[src/rtl/proc_pkg.sv]
// Shared definitions for the 9-bit bus processor fetch path:
// opcode field values, fetch FSM state encoding and default word width.
package proc_pkg;

    localparam int P_DATA_W = 9;

    localparam logic [2:0] MV  = 3'b000;
    localparam logic [2:0] MVI = 3'b001;
    localparam logic [2:0] ADD = 3'b010;
    localparam logic [2:0] SUB = 3'b011;

    typedef enum logic [2:0] {
        S_IDLE      = 3'd0,
        S_FETCH     = 3'd1,
        S_LATCH     = 3'd2,
        S_FETCH_IMM = 3'd3,
        S_LATCH_IMM = 3'd4,
        S_RUN       = 3'd5,
        S_WAIT      = 3'd6
    } state_t;

    function automatic logic op_is_mvi(input logic [2:0] op);
        return op == MVI;
    endfunction

endpackage

[src/rtl/instr_fetch_if.sv]
// Fetch-stage bus: instruction ROM port plus the processor DIN/Run/Done link.
// Optional Step input exists only when FETCH_STEP_EN is defined.
interface instr_fetch_if #(
    parameter int DATA_W = 9,
    parameter int ADDR_W = 5
);
    logic              enable;
    logic [ADDR_W-1:0] mem_addr;
    logic [DATA_W-1:0] mem_data;
    logic [DATA_W-1:0] din;
    logic              run;
    logic              done;
    logic [ADDR_W-1:0] pc;
    logic              busy;
`ifdef FETCH_STEP_EN
    logic              step;

    modport master (
        input  enable, mem_data, done, step,
        output mem_addr, din, run, pc, busy
    );
    modport slave (
        output enable, mem_data, done, step,
        input  mem_addr, din, run, pc, busy
    );
`else
    modport master (
        input  enable, mem_data, done,
        output mem_addr, din, run, pc, busy
    );
    modport slave (
        output enable, mem_data, done,
        input  mem_addr, din, run, pc, busy
    );
`endif
endinterface

[src/rtl/pc_counter.sv]
// Program counter: loads RESET_PC on reset, advances by 1 or 2,
// wrapping naturally modulo 2^ADDR_W.
module pc_counter #(
    parameter int ADDR_W   = 5,
    parameter int RESET_PC = 0
) (
    input  logic              i_clk,
    input  logic              i_rst,
    input  logic              i_adv,
    input  logic              i_two,
    output logic [ADDR_W-1:0] o_pc,
    output logic [ADDR_W-1:0] o_pc_inc1
);
    logic [ADDR_W-1:0] r_pc;

    // Advance on instruction completion; width wrap gives the modulo.
    always_ff @(posedge i_clk) begin
        if (i_rst) begin
            r_pc <= ADDR_W'(RESET_PC);
        end else if (i_adv) begin
            r_pc <= r_pc + (i_two ? ADDR_W'(2) : ADDR_W'(1));
        end
    end

    assign o_pc      = r_pc;
    assign o_pc_inc1 = r_pc + ADDR_W'(1);

endmodule

[src/rtl/instr_fetch.sv]
// Fetch stage: walks PC through a registered-output ROM and issues words.
// Define FETCH_STEP_EN to add single-step control through bus.step.
module instr_fetch
    import proc_pkg::*;
#(
    parameter int DATA_W   = P_DATA_W,
    parameter int ADDR_W   = 5,
    parameter int RESET_PC = 0
) (
    input  logic          i_clk,
    input  logic          i_rst,
    instr_fetch_if.master bus
);
    state_t            r_state;
    logic [DATA_W-1:0] r_ir;
    logic [DATA_W-1:0] r_imm;
    logic [DATA_W-1:0] r_din;
    logic              r_run;

    logic              w_adv;
    logic              w_ir_mvi;
    logic              w_mem_mvi;
    logic              w_start;
    logic              w_cont;
    logic              w_imm_ph;
    logic [ADDR_W-1:0] w_pc;
    logic [ADDR_W-1:0] w_pc1;

    assign w_ir_mvi  = op_is_mvi(r_ir[DATA_W-1 -: 3]);
    assign w_mem_mvi = op_is_mvi(bus.mem_data[DATA_W-1 -: 3]);
    assign w_adv     = bus.done
                     & ((r_state == S_RUN) | (r_state == S_WAIT));
    assign w_imm_ph  = (r_state == S_FETCH_IMM)
                     | (r_state == S_LATCH_IMM);

`ifdef FETCH_STEP_EN
    assign w_start = bus.enable & bus.step;
    assign w_cont  = 1'b0;
`else
    assign w_start = bus.enable;
    assign w_cont  = bus.enable;
`endif

    pc_counter #(
        .ADDR_W   (ADDR_W),
        .RESET_PC (RESET_PC)
    ) u_pc (
        .i_clk     (i_clk),
        .i_rst     (i_rst),
        .i_adv     (w_adv),
        .i_two     (w_ir_mvi),
        .o_pc      (w_pc),
        .o_pc_inc1 (w_pc1)
    );

    // Fetch FSM with registered Run/DIN; Run is high only in RUN.
    always_ff @(posedge i_clk) begin
        if (i_rst) begin
            r_state <= S_IDLE;
            r_ir    <= '0;
            r_imm   <= '0;
            r_din   <= '0;
            r_run   <= 1'b0;
        end else begin
            r_run <= 1'b0;
            unique case (r_state)
                S_IDLE: begin
                    if (w_start) r_state <= S_FETCH;
                end
                S_FETCH: begin
                    r_state <= S_LATCH;
                end
                S_LATCH: begin
                    r_ir <= bus.mem_data;
                    if (w_mem_mvi) begin
                        r_state <= S_FETCH_IMM;
                    end else begin
                        r_state <= S_RUN;
                        r_run   <= 1'b1;
                        r_din   <= bus.mem_data;
                    end
                end
                S_FETCH_IMM: begin
                    r_state <= S_LATCH_IMM;
                end
                S_LATCH_IMM: begin
                    r_imm   <= bus.mem_data;
                    r_state <= S_RUN;
                    r_run   <= 1'b1;
                    r_din   <= r_ir;
                end
                S_RUN: begin
                    if (bus.done) begin
                        r_state <= w_cont ? S_FETCH : S_IDLE;
                    end else begin
                        r_state <= S_WAIT;
                        r_din   <= w_ir_mvi ? r_imm : r_ir;
                    end
                end
                S_WAIT: begin
                    if (bus.done) begin
                        r_state <= w_cont ? S_FETCH : S_IDLE;
                    end
                end
                default: begin
                    r_state <= S_IDLE;
                end
            endcase
        end
    end

    assign bus.mem_addr = i_rst    ? ADDR_W'(RESET_PC)
                        : w_imm_ph ? w_pc1 : w_pc;
    assign bus.din      = i_rst ? '0 : r_din;
    assign bus.run      = r_run & ~i_rst;
    assign bus.busy     = ~i_rst & (r_state != S_IDLE);
    assign bus.pc       = w_pc;

endmodule

[src/flat_wrapper.sv]
// flat-port wrapper written by rule: the top's interface ports become plain ports
module instr_fetch_flat import proc_pkg::*;
#(
    parameter int DATA_W   = P_DATA_W,
    parameter int ADDR_W   = 5,
    parameter int RESET_PC = 0
)
  (i_clk, i_rst, bus_enable, bus_mem_data, bus_done, bus_mem_addr, bus_din, bus_run, bus_pc, bus_busy);
  instr_fetch_if #(.DATA_W(DATA_W), .ADDR_W(ADDR_W)) bus_i ();
  input  logic i_clk;
  input  logic i_rst;
  input wire logic [$bits(bus_i.enable)-1:0] bus_enable;
  input wire logic [$bits(bus_i.mem_data)-1:0] bus_mem_data;
  input wire logic [$bits(bus_i.done)-1:0] bus_done;
  output wire logic [$bits(bus_i.mem_addr)-1:0] bus_mem_addr;
  output wire logic [$bits(bus_i.din)-1:0] bus_din;
  output wire logic [$bits(bus_i.run)-1:0] bus_run;
  output wire logic [$bits(bus_i.pc)-1:0] bus_pc;
  output wire logic [$bits(bus_i.busy)-1:0] bus_busy;
  assign bus_i.enable = bus_enable;
  assign bus_i.mem_data = bus_mem_data;
  assign bus_i.done = bus_done;
  assign bus_mem_addr = bus_i.mem_addr;
  assign bus_din = bus_i.din;
  assign bus_run = bus_i.run;
  assign bus_pc = bus_i.pc;
  assign bus_busy = bus_i.busy;
  instr_fetch #(.DATA_W(DATA_W), .ADDR_W(ADDR_W), .RESET_PC(RESET_PC)) u_core (.i_clk(i_clk), .i_rst(i_rst), .bus(bus_i));
endmodule
[config.mk]
export PLATFORM = sky130hd
export DESIGN_NAME = instr_fetch_flat
export DESIGN_NICKNAME = d
export VERILOG_FILES = /design/src/rtl/proc_pkg.sv /design/src/rtl/instr_fetch_if.sv /design/src/rtl/pc_counter.sv /design/src/rtl/instr_fetch.sv /design/src/flat_wrapper.sv
export SDC_FILE = /design/constraint.sdc
export NUM_CORES = 1
export LEC_CHECK = 0
export BUFFER_PORTS_ARGS = -buffer_cell sky130_fd_sc_hd__buf_2
export CAP_MARGIN = 30
export CORE_MARGIN = 3
export CORE_UTILIZATION = 55
export CTS_BUF_LIST = sky130_fd_sc_hd__clkbuf_4
export DETAILED_ROUTE_END_ITERATION = 10
export GPL_TIMING_DRIVEN = 0
export PLACE_DENSITY = 0.88
export SKIP_CTS_REPAIR_TIMING = 1
export SYNTH_ARGS = -nofsm -noshare
export SYNTH_HDL_FRONTEND = slang
export SYNTH_SLANG_ARGS = --single-unit
[constraint.sdc]
create_clock -name i_clk -period 2.5 [get_ports i_clk]
set_clock_uncertainty 0.05 [all_clocks]
set_input_delay 0.25 -clock i_clk [delete_from_list [all_inputs] [get_ports i_clk]]
set_output_delay 0.25 -clock i_clk [all_outputs]
set_load 0.01 [all_outputs]
==> run_results.csv <==
group,metric,value,unit
final_layout,layout.nets,272,
min_path,min-delay-path-class,"in2reg",
synthesis,synth_ff_type,"dfxtp_1",
critical_path,crit_type,"reg2out",
timing,setup_viol,0,
critical_path,critical_path_peak_fanout,10,
outcome,status,"complete, no violations",
timing,finalHoldViolations,0,
floorplan,floorplan.initialDensity,59.6,%
clocking,clk_latency,0.36,ns
synthesis,async_reset_ff_share,0,%
floorplan,coreArea,3180,µm²
timing,fin_ws,0.190,ns
synthesis,ys_seq_area_share,38.0,%
synthesis,synth-xor-area-share,2.77,%
power_and_ir_drop,powerDensity,549,nW/µm²
synthesis,muxShareOfSynthArea,11.4,%
synthesis,synth_compound_area_share,18.8,%
timing,worst_pin_slew,0.755,ns
final_layout,syn_to_final_growth,14.6,%
clocking,htree_num_levels,2,
route,drc,0,
power_and_ir_drop,power,1190,µW
grt,antenna_found_initial,0,
grt,grt_max_degree,13,
placed_design,place.gp.congestion,0.891,
timing,max_freq,0.433,GHz
timing,hold_ws,0.0848,ns
route,wl_per_cell,14.2,µm
clocking,path_clk_slew,0.11,ns
route,finalWirelength,4280,µm
timing,fin_crit_sh,92.4,%
critical_path,critPathArrivalTime,2.01,ns
job,drv_cap,0,
final_layout,final_cell_mix,"buf_2 (38), dfxtp_1 (36), nor2_1 (34)",
timing,rsz0062_at_grt,"no",
final_layout,drive_gt1_share,21.8,%
route,ant_nets,0,
power_and_ir_drop,power.leakage,0.000936,µW
timing,slew_headroom,48.4,%
placed_design,io_buffers,33,
floorplan,pin_count,34,
timing,fin_crit,2.31,ns
grt,grt_pass1_vias,1487,
grt,grt_usage,21.7,%
placed_design,dp_slack,0.429,ns
final_layout,layout_commonest_cell,"buf_2",
floorplan,die_w,64.7,µm
synthesis,synth_edf_count,0,
critical_path,critical_path.startpoint_type,"flop",
synthesis,synth_area,1890,µm²
synthesis,synthSimpleGateAreaFrac,21.0,%
clocking,cts_tree,"built",
critical_path,worstPathRequired,2.20,ns
timing,drv_slew,0,
clocking,cts_made_buffers,5,
critical_path,critPathCaptureType,"output pin",
final_layout,fill_cells,273,
grt,overflow,0,
synthesis,ys_seq_elements,36,
route,dr.pass1.iters,5,
placed_design,dp_hpwl,3040,µm
synthesis,synth_top_family_by_area,"simple AND/OR/NAND/NOR gates",
synthesis,ys_types,43,
synthesis,synthCells,216,
grt,grt_pass1_wl,7000,µm
synthesis,yosys-top-cells-area,"dfxtp_1 (38%), mux2i_1 (9.0%), nor2_1 (6.7%), nor2b_1 (4.0%), a21oi_1 (3.4%)",
floorplan,rows,20,
clocking,cts.path.max_buffers,2,
floorplan,dieArea,4180,µm²
synthesis,synth.net_count,232,
clocking,cts.sinks,36,
route,via_per_inst,5.68,
synthesis,synthAdderAreaFrac,2.51,%
synthesis,synth_area_leader_cell,"dfxtp_1",
final_layout,n_antenna_cell,0,
route,first_iter_violations,154,
route,num_vias,1710,
synthesis,ys_warn_count,0,
floorplan,die_h,64.7,µm
power_and_ir_drop,ir_drop,0.000308,V
synthesis,avgSynthCellArea,8.77,µm²
timing,fin_setup_tns,0,ns
clocking,cts_root_buffer,"clkbuf_4",
synthesis,netlist.area_leader.share,38.0,%
[metal layers]
metal | vias up | GRT usage, % | share of wire, %
met2 | 61 | 33.5 | 45
met4 | 0 | 10.3 | 1.7
met3 | 8 | 4.33 | 6.4
met5 | - | 0 | 0
met1 | 797 | 29.1 | 47
li1 | 844 | - | -
[power breakdown]
group | internal, µW | switching [µW] | leakage [µW]
registers | 609 | 16.8 | 0.000292
logic | 101 | 146 | 0.000609
clock network | 108 | 211 | 0.0000349
[cells in the mapped netlist (2+ instances only)]
master	number
clkbuf_1	6
buf_6	2
xor2_1	5
nand2_1	15
o21ai_1	11
mux2i_1	17
ha_1	3
a211oi_1	3
a21o_1	7
o2111ai_1	2
a21oi_1	13
buf_4	2
nor3b_2	3
nand3_1	3
nor2_1	34
nor2b_1	12
o211ai_1	2
buf_1	2
nor4_1	2
buf_2	5
dfxtp_1	36
inv_1	3
a2111oi_0	5
mux2_1	4
[worst paths after layout]
| path | startpoint | to | slack (ns) | cells after the start |
|---|---|---|---|---|
| hold reg to reg | u_core.r_din[5] | u_core.r_din[5] | 0.43 | 2 |
| setup / recovery | u_core.r_state[0] | bus_busy | 0.19 | 6 |
| setup reg to reg | u_core.r_ir[6] | u_core.u_pc.o_pc[4] | 0.40 | 7 |
| hold / removal | bus_mem_data[3] | u_core.r_imm[3] | 0.08 | 3 |
[stage by stage]
| step | cell area (µm²) | std cells | util, % |
|---|---|---|---|
| CTS | 2170 | 301 | 68.3 |
| floorplan | 1890 | 216 | - |
| global placement | 2110 | 293 | 66.5 |
| detailed placement | 2110 | 293 | 66.5 |
| finish | 2170 | 301 | 68.3 |
| global route | 2170 | 301 | 68.3 |
[critical path: stages (launching register included)]
cell and delay, ns:
dfxtp_1 0.32, buf_4 0.14, clkbuf_1 0.41, clkbuf_1 0.46, nor3_1 0.10, nor2_1 0.09
buf_2 0.13
[area by class of cell]
class | instances | area, µm² | area share, %
well taps | 44 | 55.1 | 2.54
multi-input cells | 160 | 1070 | 49.3
clock inverters | 3 | 18.8 | 0.865
flip-flops and latches | 36 | 721 | 33.2
plain buffers | 17 | 92.6 | 4.27
repair buffers | 33 | 165 | 7.61
clock buffers | 5 | 37.5 | 1.73
inverters | 3 | 11.3 | 0.519
[registers in the layout, summed over array words and instances (netlist names)]
name	flops
u_core.r_din	9
u_core.r_imm	9
u_core.r_ir	9
u_core.u_pc.o_pc	5
u_core.r_state	3
u_core.r_run	1
[cells by family (layout without fill, tap and decap cells)]
family / Yosys count / in the layout
flip-flops: 36 / 36
AO/OA/AOI/OAI: 51 / 51
XOR/XNOR: 6 / 6
buffers and inverters: 20 / 61
multiplexers: 21 / 21
AND/OR/NAND/NOR: 78 / 78
adder cells (fa/ha/maj): 4 / 4
Power figures use the tool's default switching activity.
